File: src/rtl/bus_arbiter.sv
// ---------------------------------------------------------------------------
// bus_arbiter
//
// Round-robin arbiter for a single shared bus driven by up to 32 sources
// (register file R0..R15, HI, LO, Zhigh, Zlow, PC, MDR, InPort, C in the
// default 24-source configuration). A granted source owns the bus for a
// bounded tenure. The limit is lifted while lock is high. Every tenure is
// followed by one idle turnaround cycle before the next arbitration.
//
// Parameters
//   N_REQ    : number of requesters (2..32)
//   MAX_HOLD : maximum consecutive grant cycles per tenure (1..15)
//
// Ports
//   clock  : single rising-edge clock
//   clear  : synchronous active-high reset
//   req    : per-source bus requests, bit i = source i
//   lock   : exempts the current owner from the MAX_HOLD limit
//   grant  : registered one-hot bus-drive strobe (bits >= N_REQ always 0)
//   select : registered binary index of the granted source, 31 when idle
//   busy   : high whenever the arbiter is not in IDLE
// ---------------------------------------------------------------------------
module bus_arbiter #(
  parameter int N_REQ    = 24,
  parameter int MAX_HOLD = 4
) (
  input  logic             clock,
  input  logic             clear,
  input  logic [N_REQ-1:0] req,
  input  logic             lock,
  output logic [31:0]      grant,
  output logic [4:0]       select,
  output logic             busy
);

  // Arbiter phases: waiting for requests, bus owned, turnaround cycle
  localparam logic [1:0] IDLE = 2'd0;
  localparam logic [1:0] OWN  = 2'd1;
  localparam logic [1:0] GAP  = 2'd2;

  // select value reported while nobody drives the bus
  localparam logic [4:0] NO_SELECT = 5'd31;

  logic [1:0]  state_q,   state_d;
  logic [4:0]  rrPtr_q,   rrPtr_d;
  logic [3:0]  holdCnt_q, holdCnt_d;
  logic [31:0] grant_q,   grant_d;
  logic [4:0]  select_q,  select_d;

  logic [31:0] reqWide;
  logic        winnerFound;
  logic [4:0]  winnerIdx;
  logic [5:0]  candIdx;
  logic        holdSat;
  logic        ownerReq;
  logic        tenureEnd;
  logic [4:0]  nextPtr;

  // Zero-extend the request vector to 32 bits so that the owner index
  // (always a 5-bit value) can address it without width mismatches for
  // any legal N_REQ.
  always_comb begin
    reqWide = '0;
    reqWide[N_REQ-1:0] = req;
  end

  // Round-robin search: examine sources rrPtr, rrPtr+1, ... wrapping at
  // N_REQ-1 back to 0, and take the first one that requests. The candidate
  // is formed in 6 bits because rrPtr + offset can reach 62 before the
  // wrap correction brings it back into range.
  always_comb begin
    winnerFound = 1'b0;
    winnerIdx   = '0;
    candIdx     = '0;
    for (int off = 0; off < N_REQ; off++) begin
      candIdx = {1'b0, rrPtr_q} + 6'(off);
      if (candIdx >= 6'(N_REQ)) begin
        candIdx = candIdx - 6'(N_REQ);
      end
      if (!winnerFound && reqWide[candIdx[4:0]]) begin
        winnerFound = 1'b1;
        winnerIdx   = candIdx[4:0];
      end
    end
  end

  // Tenure bookkeeping for the current owner. While OWN is active the
  // owner index is exactly select_q, so no separate owner register is kept.
  // The tenure ends when the owner withdraws its request, or when the hold
  // counter has reached its ceiling and lock is not protecting the owner.
  // An owner whose request drops on the saturating cycle satisfies both
  // terms, but there is only one exit path so the pointer advances once.
  always_comb begin
    holdSat   = (holdCnt_q == 4'(MAX_HOLD - 1));
    ownerReq  = reqWide[select_q];
    tenureEnd = !ownerReq || (holdSat && !lock);
    if (select_q == 5'(N_REQ - 1)) begin
      nextPtr = '0;
    end else begin
      nextPtr = select_q + 5'd1;
    end
  end

  // Next-state logic. grant and select are computed here and registered,
  // so the bus strobe comes straight from flops and one edge after the
  // arbitration decision. Non-owner requests are only looked at in IDLE.
  always_comb begin
    state_d   = state_q;
    rrPtr_d   = rrPtr_q;
    holdCnt_d = holdCnt_q;
    grant_d   = grant_q;
    select_d  = select_q;

    case (state_q)
      IDLE: begin
        grant_d  = '0;
        select_d = NO_SELECT;
        if (winnerFound) begin
          state_d   = OWN;
          grant_d   = 32'd1 << winnerIdx;
          select_d  = winnerIdx;
          holdCnt_d = '0;
        end
      end

      OWN: begin
        if (tenureEnd) begin
          state_d   = GAP;
          rrPtr_d   = nextPtr;
          holdCnt_d = '0;
          grant_d   = '0;
          select_d  = NO_SELECT;
        end else if (!holdSat) begin
          holdCnt_d = holdCnt_q + 4'd1;
        end
      end

      GAP: begin
        state_d  = IDLE;
        grant_d  = '0;
        select_d = NO_SELECT;
      end

      default: begin
        state_d  = IDLE;
        grant_d  = '0;
        select_d = NO_SELECT;
      end
    endcase
  end

  // State registers. clear overrides everything, including an active
  // tenure: the grant drops at that edge and no turnaround cycle follows.
  always_ff @(posedge clock) begin
    if (clear) begin
      state_q   <= IDLE;
      rrPtr_q   <= '0;
      holdCnt_q <= '0;
      grant_q   <= '0;
      select_q  <= NO_SELECT;
    end else begin
      state_q   <= state_d;
      rrPtr_q   <= rrPtr_d;
      holdCnt_q <= holdCnt_d;
      grant_q   <= grant_d;
      select_q  <= select_d;
    end
  end

  assign grant  = grant_q;
  assign select = select_q;
  assign busy   = (state_q != IDLE);

  // Structural guarantees of the registered outputs: never more than one
  // driver, and select always names the driver when there is one.
  assert property (@(posedge clock) disable iff (clear) $onehot0(grant_q));
  assert property (@(posedge clock) disable iff (clear)
                   (grant_q != '0) |-> (grant_q == (32'd1 << select_q)));

endmodule

File: config.mk
export PLATFORM = sky130hd
export DESIGN_NAME = bus_arbiter
export DESIGN_NICKNAME = d
export VERILOG_FILES = /design/src/rtl/bus_arbiter.sv
export SDC_FILE = /design/constraint.sdc
export NUM_CORES = 1
export LEC_CHECK = 0
export CORE_MARGIN = 1.5
export CORE_UTILIZATION = 64
export CTS_CLUSTER_DIAMETER = 200
export DETAILED_ROUTE_END_ITERATION = 12
export PLACE_DENSITY = 0.87
export SLEW_MARGIN = 20
export SYNTH_ARGS = -nofsm -noshare
export SYNTH_HDL_FRONTEND = slang
export SYNTH_SLANG_ARGS = --single-unit
File: constraint.sdc
create_clock -name clock -period 18.25 [get_ports clock]
set_input_delay 3.65 -clock clock [delete_from_list [all_inputs] [get_ports clock]]
set_output_delay 3.65 -clock clock [all_outputs]
set_load 0.01 [all_outputs]
Word level (Yosys, flattened, before mapping)

Index checks and enable logic that the tools add are counted.

Add/subtract/negate cells: 49
$lt $le $gt $ge: 49
Eq/ne operators: 6
Shift operators: 1
Mux-type cells: 136
Reductions and logical operators: 56

Operators by type and width:

| operator               | count |
|---|---|
| $mux W5                | 51 |
| $lt A5 B6 Y1 const B   | 25 |
| $ge A6 B5 Y1 const B   | 23 |
| $bmux W1 S5            | 25 |
| $sub A5 B5 Y5 const B  | 24 |
| $mux W32               | 2 |
| $pmux W32 S2           | 1 |
| $mux W1                | 49 |
| $add A5 B4 Y6 const B  | 8 |
| $add A5 B5 Y6 const B  | 8 |
| $shl A1 B5 Y32 const A | 1 |
| $logic_not A1 Y1       | 25 |
| $add A5 B3 Y6 const B  | 4 |
| $logic_and A1 B1 Y1    | 24 |
| $add A5 B2 Y6 const B  | 2 |
| $mux W4                | 3 |
| $pmux W5 S2            | 1 |
| $pmux W4 S2            | 1 |
| $add A5 B1 Y6 const B  | 1 |
| $add A5 B1 Y5 const B  | 1 |
| $eq A5 B5 Y1 const B   | 1 |
| $ge A5 B5 Y1 const B   | 1 |
| $add A4 B1 Y4 const B  | 1 |
| $eq A4 B2 Y1 const B   | 1 |
| other kinds (10)       | 14 |

Bits in registers: 48
Input port bits: 27
Output and inout bits: 38

Logic depth before layout (Yosys ltp)

Gate-level depths: netlist of the first run.

Depth in word-level cells: 77
Depth in mapped cells: 24

Least setup slack after synthesis of the first run

Ideal clock, no wire load.

Kind: in2reg
From: input req[5]
To: register grant_q[21], in the netlist grant[21]
Library setup time: 84 ps
Data arrival time: 7704 ps
Required time: 18166 ps
Slack: 10461 ps
Stages on the path: 16
Buffers on the path: 4
Cells stage by stage: mux2_1 mux4_2 nand3_2 o21ai_2 o31a_1 buf_6 or4_1 buf_2 or4_4 buf_6 nor4_2 o22ai_1 o211a_1 or4_4 buf_6 o31ai_2

Cells in the longest elaborated chain, start to end: 75
Elaborated cells on any way between the ends: 150

Ends and longest elaborated chain:

| element                       | line | RTL |
|---|---|---|
| start, declared               | 29   | `input logic [N_REQ-1:0] req,` |
| $bmux W1 S5                   | 80   | `if (!winnerFound && reqWide[candIdx[4:0]]) begin` |
| $mux W1 (not written as such) | 80   |  |
| $mux W1                       | 80   |  |
| $logic_not A1 Y1              | 80   |  |
| $logic_and A1 B1 Y1           | 80   |  |
| $mux W1                       | 80   |  |
| $logic_not A1 Y1              | 80   |  |
| $logic_and A1 B1 Y1           | 80   |  |
| (+59 left out)                | --   |  |
| $logic_and A1 B1 Y1           | 80   |  |
| $mux W1                       | 80   |  |
| $logic_not A1 Y1              | 80   |  |
| $logic_and A1 B1 Y1           | 80   |  |
| $mux W5                       | 80   |  |
| $shl A1 B5 Y32                | 120  | `grant_d = 32'd1 << winnerIdx;` |
| $mux W32                      | 118  | `if (winnerFound) begin` |
| $pmux W32 S2                  | 114  | `case (state_q)` |
| end signal, assigned          | 165  | `grant_q <= grant_d;` |
| end, declared                 | 47   | `logic [31:0] grant_q, grant_d;` |

Parallel ways exist; a longest one is shown, timed or not. The select of a mux whose other input is x is not followed.
A chain may end at the register's enable or synchronous reset.

Final worst setup path of the first run

From: input req[1]
To: register grant_q[3], in the netlist grant[3]

Same word-level chain as after synthesis.

==> results of run 1 <==
[critical path, delay by kind of cell]
family | cells | cell delay, ps
AO/OA/AOI/OAI | 4 | 1480
buffers and inverters | 1 | 520
multiplexers | 2 | 1180
AND/OR/NAND/NOR | 5 | 2830
[cell type report]
| type | instances | area, sq um | share of cell area |
|---|---|---|---|
| Tap cell | 168 | 210.2 | 0.02365 |
| Clock buffer | 5 | 125.1 | 0.01407 |
| Sequential cell | 48 | 964.7 | 0.1085 |
| Multi-Input combinational cell | 903 | 6659 | 0.7491 |
| Timing Repair Buffer | 79 | 753.2 | 0.08473 |
| Inverter | 29 | 108.9 | 0.01224 |
| Clock inverter | 3 | 68.82 | 0.007741 |
[registers in the layout (all words and copies together) (netlist names)]
signal / flops
state_q: 2
holdCnt_q: 4
rrPtr_q: 5
grant: 32
select: 5
[layer usage]
metal | wire (um) | GRT usage
met3 | 3542 | 0.08264
met1 | 11750 | 0.5923
met5 | 0 | 0
met4 | 2247 | 0.2807
met2 | 13030 | 0.7073
[cells in the mapped netlist (7+ instances only)]
master	n	share of area
nand2_1	92	0.043
nor2_1	78	0.036
a21oi_1	57	0.035
mux2i_1	56	0.069
dfxtp_1	48	0.12
nor3_1	48	0.030
clkbuf_1	47	0.022
nand3_1	42	0.026
o21ai_0	39	0.024
mux4_2	31	0.086
xnor2_1	29	0.031
ha_1	25	0.039
inv_1	25	0.012
o211ai_1	19	0.018
and3_1	17	0.013
a31oi_1	16	0.012
a211oi_1	15	0.014
buf_2	15	0.0093
nor2b_1	15	0.012
nor4_1	15	0.012
o22ai_1	15	0.012
o41ai_1	15	0.016
mux2_2	14	0.019
nand3b_1	14	0.013
a21o_1	13	0.012
and2_1	13	0.010
o31ai_1	13	0.012
or3_1	13	0.010
a21boi_0	11	0.010
mux2_1	9	0.013
nand2b_1	9	0.0070
o21a_1	9	0.0083
a221oi_1	8	0.0087
and3b_1	8	0.0087
buf_1	8	0.0037
buf_6	8	0.011
nand4_1	8	0.0062
nor3b_1	8	0.0074
or4_1	7	0.0065
[power groups by stage]
stage	Sequential [mW]	Clock, mW	Combinational [mW]
finish	0.144	0.120	1.68
global route	0.146	0.124	1.77
CTS	0.143	0.120	1.60
detailed placement	0.145	0	1.59
global placement	0.145	0	1.58
floorplan	0.145	0	1.19
[how the worst max path moves through the flow]
| stage | slack (ps) | from | end | depth (start not counted) |
|---|---|---|---|---|
| detailed placement | 8710 | req[1] | grant[3]$_SDFFE_PP0P_ | 12 |
| floorplan | 10460 | req[5] | grant[21]$_SDFFE_PP0P_ | 16 |
| finish | 8750 | req[1] | grant[3]$_SDFFE_PP0P_ | 12 |
| global route | 8570 | req[13] | grant[2]$_SDFFE_PP0P_ | 13 |
| CTS | 8970 | req[1] | grant[3]$_SDFFE_PP0P_ | 12 |
| global placement | 8810 | req[15] | grant[3]$_SDFFE_PP0P_ | 13 |
[metrics by stage]
stage	power [mW]	utilization	setup WS [ps]	std cells
floorplan	1.330	-	10460	1058
global placement	1.727	0.7150	8813	1227
detailed placement	1.737	0.7150	8712	1227
CTS	1.868	0.7310	8974	1235
global route	2.039	0.7310	8572	1235
finish	1.940	0.7310	8752	1235
[cells by family (layout without fill, tap and decap cells)]
family | Yosys count | after routing
xor gates and xnor gates | 33 | 33
adders and majority gates | 25 | 25
muxes | 111 | 111
AOI/OAI and AO/OA | 321 | 321
DFF | 48 | 48
and+or+nand+nor | 413 | 413
buffers and inverters | 107 | 116
==> flow_summary.yaml, run 1 <==
status:
  status: "finished, final reports clean"
placed_design:
  dpl_cell_area_sq_mm: 0.008696
  portBuffers: 64
  dpl.hpwl_mm: 22.51
  place.gp.congestion: 1.054
critical_path:
  cp_max_fo: 23
  max_stage_delay_ps: 820
  worstSetupEndpointType: "flop"
  required_ps: 18430
  r2r_cells: 14
  reg2reg_from: "rrPtr_q[2]$_SDFFE_PP0P_"
  cp-start-kind: "input pin"
  path_class: "in2reg"
  rrSetupSlack_ps: 10450
  critical_path_arrival_ps: 9680
  path_cells: "clkdlybuf4s50_1 -> mux4_2 -> mux2i_1 -> nor3b_1 -> o32ai_1 -> nor3_1 -> nand3_1 -> or4_1 -> nor4b_1 -> a21boi_0 -> o21ai_1 -> o41ai_1"
  slowest_stage: "nand3_1"
  rr_endpoint: "grant[3]$_SDFFE_PP0P_"
timing:
  fin_crit_sh: 0.5204
  skew_ps: 6.262
  timing.setup.tns_ps: 0
  setup_violations: 0
  hold_viol_final: 0
  worst_pin_slew_ps: 1234
  fmax_mhz: 105.3
  hold_slack_ps: 452.8
  finalCriticalPeriod_ps: 9498
  final_max_slew_viol_count: 0
  max_slew_margin: 0.1713
  rsz0062_at_grt: "no"
die:
  die_w_um: 115.5
  die_h_um: 115.5
  num_rows: 40
  pin_count: 65
  core-area_sq_mm: 0.01216
  fp.dieArea_sq_mm: 0.01334
  initial_core_util: 0.6660
detailed_routing:
  wl_per_cell_um: 24.75
  route.vias.total: 9362
  drcViolationCount: 0
  antenna_left: 0
  drt_wl_total_mm: 30.57
  vias_per_cell: 7.581
  firstDrtPassIters: 5
  drt_iter0_drc: 1239
yosys:
  yosys.area_share.simple: 0.2683
  syn_inst: 1058
  synthMuxAreaShare: 0.1892
  synth_fa_ha_area_frac: 0.03862
  synth_compound_area_frac: 0.2902
  synth_nets: 1110
  synth_top_family_by_area: "compound AO/OA/AOI/OAI gates"
  yosys_warnings: 0
  syn-cell-area_sq_mm: 0.008100
  async_flop_share: 0
  syn-mean-instance-area_sq_um: 7.656
  yosysSeqAreaShare: 0.1186
  synth_edf_count: 0
  synthXorXnorAreaFrac: 0.03568
  ys_types: 93
  synth-seq-cells: 48
  ys.flop_type: "dfxtp_1"
layout:
  final_cell_mix: "92 x nand2_1, 78 x nor2_1, 64 x clkdlybuf4s50_1, 57 x a21oi_1, 56 x mux2i_1"
  final_nets: 1118
  synthToLayoutAreaGrowth_pct: 9.747
  layout-drive-gt1-share: 0.09934
  fillers: 977
  final_common_cell: "nand2_1"
  design_area_sq_mm: 0.008890
  n_antenna_cell: 0
clocking:
  htree_levels: 2
  root_buffer: "clkbuf_16"
  cts_buffer_depth: 2
  post_cts_resized: 0
  cts_sinks: 48
  clkTransAtPathRegs_ps: 70
  clock_latency_ps: 290
  cts_tree: "built"
  hold_buffers: 0
  post_cts_buffers: 0
  numCtsBuffers: 5
global_routing:
  groute.usage.overall: 0.4566
  grt_pass1_wl_mm: 46.98
  grt_max_degree: 58
  grt_pass1_vias: 8549
  grt.overflow.total: 0
  antenna_found_initial: 1
hold_path:
  hold_path_end: "grant[19]$_SDFFE_PP0P_"
  hold_path_class: "reg2reg"
  hold_start: "grant[19]$_SDFFE_PP0P_"
  min_path_cells: 2
pwr:
  seqPwrFrac: 0.074
  combPwrFrac: 0.864
  max-vdd-ir-drop_uv: 118.6
  p_per_area_mw_per_mm2: 218.3
  p_leak_nw: 3.201
  switching_share: 0.5983
  p_sw_mw: 1.161
  p_int_mw: 0.7795
  pwr-share-clk: 0.062
job:
  cap_violations: 0
Power figures use the tool's default switching activity.
==> run 2, diff against run 1 <==
--- a/config.mk
+++ b/config.mk
@@ -6,10 +6,10 @@
 export NUM_CORES = 1
 export LEC_CHECK = 0
 export CORE_MARGIN = 1.5
-export CORE_UTILIZATION = 64
+export CORE_UTILIZATION = 61
 export CTS_CLUSTER_DIAMETER = 200
 export DETAILED_ROUTE_END_ITERATION = 12
-export PLACE_DENSITY = 0.87
+export PLACE_DENSITY = 0.83
 export SLEW_MARGIN = 20
 export SYNTH_ARGS = -nofsm -noshare
 export SYNTH_HDL_FRONTEND = slang
==> constraint.sdc (replaced) <==
create_clock -name clock -period 9.8 [get_ports clock]
set_input_delay 1.96 -clock clock [delete_from_list [all_inputs] [get_ports clock]]
set_output_delay 1.96 -clock clock [all_outputs]
set_load 0.01 [all_outputs]
==> flow_summary.yaml, run 2 (same netlist as run 1, synthesis figures left out) <==
placed_design:
  post-place-cells: 1232
  post-place-ws_ps: 2428
  portBuffers: 64
  place.gp.congestion: 1.054
  dpl.hpwl_mm: 22.30
global_routing:
  antenna_found_initial: 0
  grt_pass1_wl_mm: 46.24
  grt.overflow.total: 0
  groute.usage.overall: 0.4127
  grt_use_met1: 0.5374
  grt_pass1_vias: 8287
  grt.busiest_layer: "met2"
  met2_usage: 0.6421
  grt_max_degree: 55
  grtUsageMet3: 0.08542
clocking:
  post_cts_buffers: 0
  cts_sinks: 48
  clock_latency_ps: 290
  root_buffer: "clkbuf_16"
  clkTransAtPathRegs_ps: 60
  hold_buffers: 0
  cts_tree: "built"
  numCtsBuffers: 5
  post_cts_resized: 0
  cts_buffer_depth: 2
  htree_levels: 2
die:
  num_rows: 41
  pin_count: 65
  die_h_um: 118.2
  fp.dieArea_sq_mm: 0.01398
  core-area_sq_mm: 0.01277
  initial_core_util: 0.6341
  die_w_um: 118.2
timing:
  worst_pin_slew_ps: 1149
  rsz0062_at_grt: "no"
  fmax_mhz: 138.3
  hold_viol_final: 0
  setup_violations: 0
  timing.setup.tns_ps: 0
  max_slew_margin: 0.2314
  skew_ps: 6.244
  fin_crit_sh: 0.7379
  fin_ws_ps: 2569
  finalCriticalPeriod_ps: 7231
  final_max_slew_viol_count: 0
layout:
  final_cell_mix: "92 x nand2_1, 78 x nor2_1, 64 x clkdlybuf4s50_1, 57 x a21oi_1, 56 x mux2i_1"
  final_cell_count_no_fill: 1240
  largest_register_ff_count: 32
  layout-drive-gt1-share: 0.1011
  utilization: 0.6940
  final_nets: 1119
  fillers: 1077
  synthToLayoutAreaGrowth_pct: 9.438
  final_common_cell: "nand2_1"
  n_antenna_cell: 0
pwr:
  p_per_area_mw_per_mm2: 400.5
  switching_share: 0.6036
  p_leak_nw: 3.189
  seqPwrFrac: 0.079
  pwr-share-clk: 0.049
  combPwrFrac: 0.872
  p_int_mw: 1.407
  p_sw_mw: 2.143
  max-vdd-ir-drop_uv: 187.0
critical_path:
  reg2reg_from: "rrPtr_q[1]$_SDFFE_PP0P_"
  required_ps: 9940
  r2r_cells: 15
  critical_path_arrival_ps: 7370
  cp_max_fo: 23
  cp-start-kind: "input pin"
  worstSetupEndpointType: "flop"
  rr_endpoint: "grant[2]$_SDFFE_PP0P_"
  rrSetupSlack_ps: 2910
  path_class: "in2reg"
hold_path:
  min_path_cells: 2
  hold_start: "grant[1]$_SDFFE_PP0P_"
  hold_path_class: "reg2reg"
  hold_path_end: "grant[1]$_SDFFE_PP0P_"
detailed_routing:
  antenna_left: 0
  route.vias.total: 9129
  vias_per_cell: 7.362
  firstDrtPassIters: 5
  wl_per_cell_um: 24.04
  drt_wl_total_mm: 29.81
  drt_iter0_drc: 1051
  drcViolationCount: 0
status:
  status: "finished, final reports clean"
job:
  cap_violations: 0
run 2: cell count changes in the layout (fill, tap and decap cells not counted), sizes merged:
| cell | previous run | this run |
|---|---|---|
| clkbuf | 5 | 6 |
| buf | 15 | 16 |
| clkinv | 2 | 3 |
| bufinv | 2 | 0 |
run 2: final cells by class:
cell class / count / area, sq um / share of cell area
Inverter: 29 / 108.9 / 0.01228
Clock buffer: 6 / 138.9 / 0.01567
Timing Repair Buffer: 80 / 760.7 / 0.08582
Sequential cell: 48 / 964.7 / 0.1088
Clock inverter: 2 / 13.76 / 0.001553
Tap cell: 172 / 215.2 / 0.02428
Multi-Input combinational cell: 903 / 6663 / 0.7516
run 2: worst max-delay path, cell delays in order:
cell	delay (ps)
clkdlybuf4s50_1	520
mux4_2	490
mux2i_1	340
nor3_1	150
or3b_1	530
a211oi_1	430
and2_1	500
nand3_1	120
buf_4	250
a2111oi_0	670
a2111oi_0	190
a221o_1	420
nand3b_1	580
o41ai_1	210
run 2: through the flow:
step | cell area [sq um] | power, mW | hold WS, ps
final | 8865 | 3.550 | 454.3
after global routing | 8865 | 3.763 | 473.2
after CTS | 8861 | 3.424 | 457.1
after detailed placement | 8708 | 3.240 | 440.0
after floorplan | 8100 | 2.477 | 449.1
after global placement | 8708 | 3.227 | 433.0
run 2: per-layer routing:
metal  part of all wire  vias up  wire length [um]
met5                  0        -                 0
met1               0.39     4318             11770
met2               0.44      585             13130
met4              0.053        0              1588
li1                   -     4125                 -
met3               0.11      101              3318
run 2: power groups by stage:
stage / Clock (mW) / Sequential [mW] / Combinational, mW
after global placement: 0 / 0.281 / 2.95
after detailed placement: 0 / 0.282 / 2.96
final: 0.175 / 0.281 / 3.09
after floorplan: 0 / 0.269 / 2.21
after CTS: 0.176 / 0.278 / 2.97
after global routing: 0.184 / 0.282 / 3.30
run 2: worst max-delay path by stage:
| stage | endpoint | start |
|---|---|---|
| final | grant[2]$_SDFFE_PP0P_ | req[8] |
| after global routing | holdCnt_q[2]$_SDFFE_PP0P_ | req[6] |
| after CTS | grant[3]$_SDFFE_PP0P_ | req[6] |
| after detailed placement | grant[8]$_SDFFE_PP0P_ | req[6] |
| after global placement | grant[1]$_SDFFE_PP0P_ | req[22] |
| after floorplan | grant[21]$_SDFFE_PP0P_ | req[5] |
==> run 3, diff against run 2 <==
--- a/config.mk
+++ b/config.mk
@@ -6,10 +6,10 @@
 export NUM_CORES = 1
 export LEC_CHECK = 0
 export CORE_MARGIN = 1.5
-export CORE_UTILIZATION = 61
+export CORE_UTILIZATION = 55
 export CTS_CLUSTER_DIAMETER = 200
 export DETAILED_ROUTE_END_ITERATION = 12
-export PLACE_DENSITY = 0.83
+export PLACE_DENSITY = 0.79
 export SLEW_MARGIN = 20
 export SYNTH_ARGS = -nofsm -noshare
 export SYNTH_HDL_FRONTEND = slang
==> constraint.sdc (replaced) <==
create_clock -name clock -period 6.6 [get_ports clock]
set_input_delay 1.32 -clock clock [delete_from_list [all_inputs] [get_ports clock]]
set_output_delay 1.32 -clock clock [all_outputs]
set_load 0.01 [all_outputs]
==> flow_summary.yaml, run 3 (same netlist as run 1, synthesis figures left out) <==
timing:
  fin_crit_sh: 0.9405
  max_slew_margin: 0.3322
  final_max_slew_viol_count: 0
  worst_pin_slew_ps: 1002
  fmax_mhz: 161.1
  finalCriticalPeriod_ps: 6207
  rsz0062_at_grt: "no"
  skew_ps: 8.614
  hold_viol_final: 0
  timing.setup.tns_ps: 0
  setup_violations: 0
detailed_routing:
  route.vias.total: 9302
  drt_wl_total_mm: 31.13
  vias_per_cell: 7.250
  wl_per_cell_um: 24.26
  antenna_left: 0
  drcViolationCount: 0
  firstDrtPassIters: 6
  drt_iter0_drc: 1061
global_routing:
  grt_pass1_wl_mm: 49.08
  antenna_found_initial: 0
  grt.overflow.total: 0
  groute.usage.overall: 0.3932
  grt_max_degree: 51
  grt_pass1_vias: 8465
die:
  die_h_um: 124.4
  fp.dieArea_sq_mm: 0.01546
  initial_core_util: 0.5595
  core-area_sq_mm: 0.01448
  die_w_um: 124.4
  pin_count: 65
  num_rows: 44
job:
  cap_violations: 0
hold_path:
  hold_path_end: "grant[6]$_SDFFE_PP0P_"
  hold_start: "grant[6]$_SDFFE_PP0P_"
  min_path_cells: 2
  hold_path_class: "reg2reg"
layout:
  largest_register_ff_count: 32
  final_common_cell: "nand2_1"
  utilization: 0.6301
  synthToLayoutAreaGrowth_pct: 12.62
  design_area_sq_mm: 0.009123
  final_cell_count_no_fill: 1283
  final_cell_mix: "92 x nand2_1, 78 x nor2_1, 64 x clkdlybuf4s50_1, 57 x a21oi_1, 56 x mux2i_1"
  layout-drive-gt1-share: 0.1257
  final_nets: 1150
clocking:
  cts_buffer_depth: 2
  post_cts_buffers: 0
  cts_tree: "built"
  clkTransAtPathRegs_ps: 60
  cts_sinks: 48
  htree_levels: 2
  numCtsBuffers: 5
  hold_buffers: 0
  root_buffer: "clkbuf_16"
  post_cts_resized: 0
  clock_latency_ps: 280
pwr:
  max-vdd-ir-drop_uv: 277.8
  p_leak_nw: 3.339
  power.total_mw: 5.515
  p_per_area_mw_per_mm2: 604.6
critical_path:
  cp-start-kind: "flop"
  required_ps: 6790
  path_class: "reg2reg"
  reg2reg_from: "rrPtr_q[2]$_SDFFE_PP0P_"
  crit_buf_inv: 4
  cp_max_fo: 8
  worstSetupEndpointType: "flop"
  crit_family: "compound AO/OA/AOI/OAI gates"
  slowest_stage: "mux4_2"
  critical_path_arrival_ps: 6400
  r2r_cells: 16
  rr_endpoint: "grant[19]$_SDFFE_PP0P_"
  max_stage_delay_ps: 660
  path_cells: "clkinv_1 -> buf_4 -> ha_1 -> inv_1 -> mux4_2 -> a21boi_1 -> a2111o_1 -> a211oi_1 -> and2_1 -> nand3_1 -> buf_4 -> a2111oi_0 -> a2111oi_0 -> a221o_1 -> a21o_1 -> o31ai_1"
  rrSetupSlack_ps: 390
placed_design:
  portBuffers: 64
  post-place-cells: 1275
  dpl.hpwl_mm: 24.09
  dpl_cell_area_sq_mm: 0.008969
  place.gp.congestion: 1.077
status:
  status: "finished, final reports clean"
==> run 3: final cells by class <==
type	count	area, sq um
tap	184	230.2
timing repair buffer	111	1006
fill	1346	5356
clock inverter	1	8.758
sequential	48	964.7
antenna	1	2.502
clock buffer	6	138.9
multi-input combinational	903	6663
inverter	29	108.9
==> run 3: metrics by stage <==
stage	hold WS (ps)	setup WS, ps
after CTS	448.2	563.0
after global routing	487.8	96.79
after floorplan	449.1	538.5
final	448.5	392.9
after global placement	434.4	356.6
after detailed placement	432.9	311.3
==> run 3: where the power goes <==
group	total [mW]	switching [mW]	internal (mW)
logic	4.84	3.11	1.73
clock network	0.252	0.103	0.149
registers	0.427	0.0859	0.341
==> run 3: per-layer routing <==
metal  global-route usage  share of wire  vias to the layer above
li1                     -              -                     4198
met1               0.5392           0.40                     4389
met2               0.6041           0.43                      602
met3              0.07560           0.11                      113
met4               0.1643          0.048                        0
met5                    0              0                        -
==> run 3: worst max path at each step <==
| stage | startpoint | end | slack [ps] | cells after the start |
|---|---|---|---|---|
| floorplan | rrPtr_q[1]$_SDFFE_PP0P_ | grant[21]$_SDFFE_PP0P_ | 540 | 24 |
| global placement | req[16] | grant[16]$_SDFFE_PP0P_ | 360 | 14 |
| detailed placement | req[16] | grant[19]$_SDFFE_PP0P_ | 310 | 13 |
| CTS | rrPtr_q[2]$_SDFFE_PP0P_ | grant[19]$_SDFFE_PP0P_ | 560 | 15 |
| global route | rrPtr_q[2]$_SDFFE_PP0P_ | grant[12]$_SDFFE_PP0P_ | 100 | 19 |
| finish | rrPtr_q[2]$_SDFFE_PP0P_ | grant[19]$_SDFFE_PP0P_ | 390 | 16 |
==> run 3: worst min-delay path: cells and delay by family (launching register included) <==
kind,cells,cell delay (ps)
AND/OR/NAND/NOR,1,50
AO/OA/AOI/OAI,1,50
flip-flops,1,320
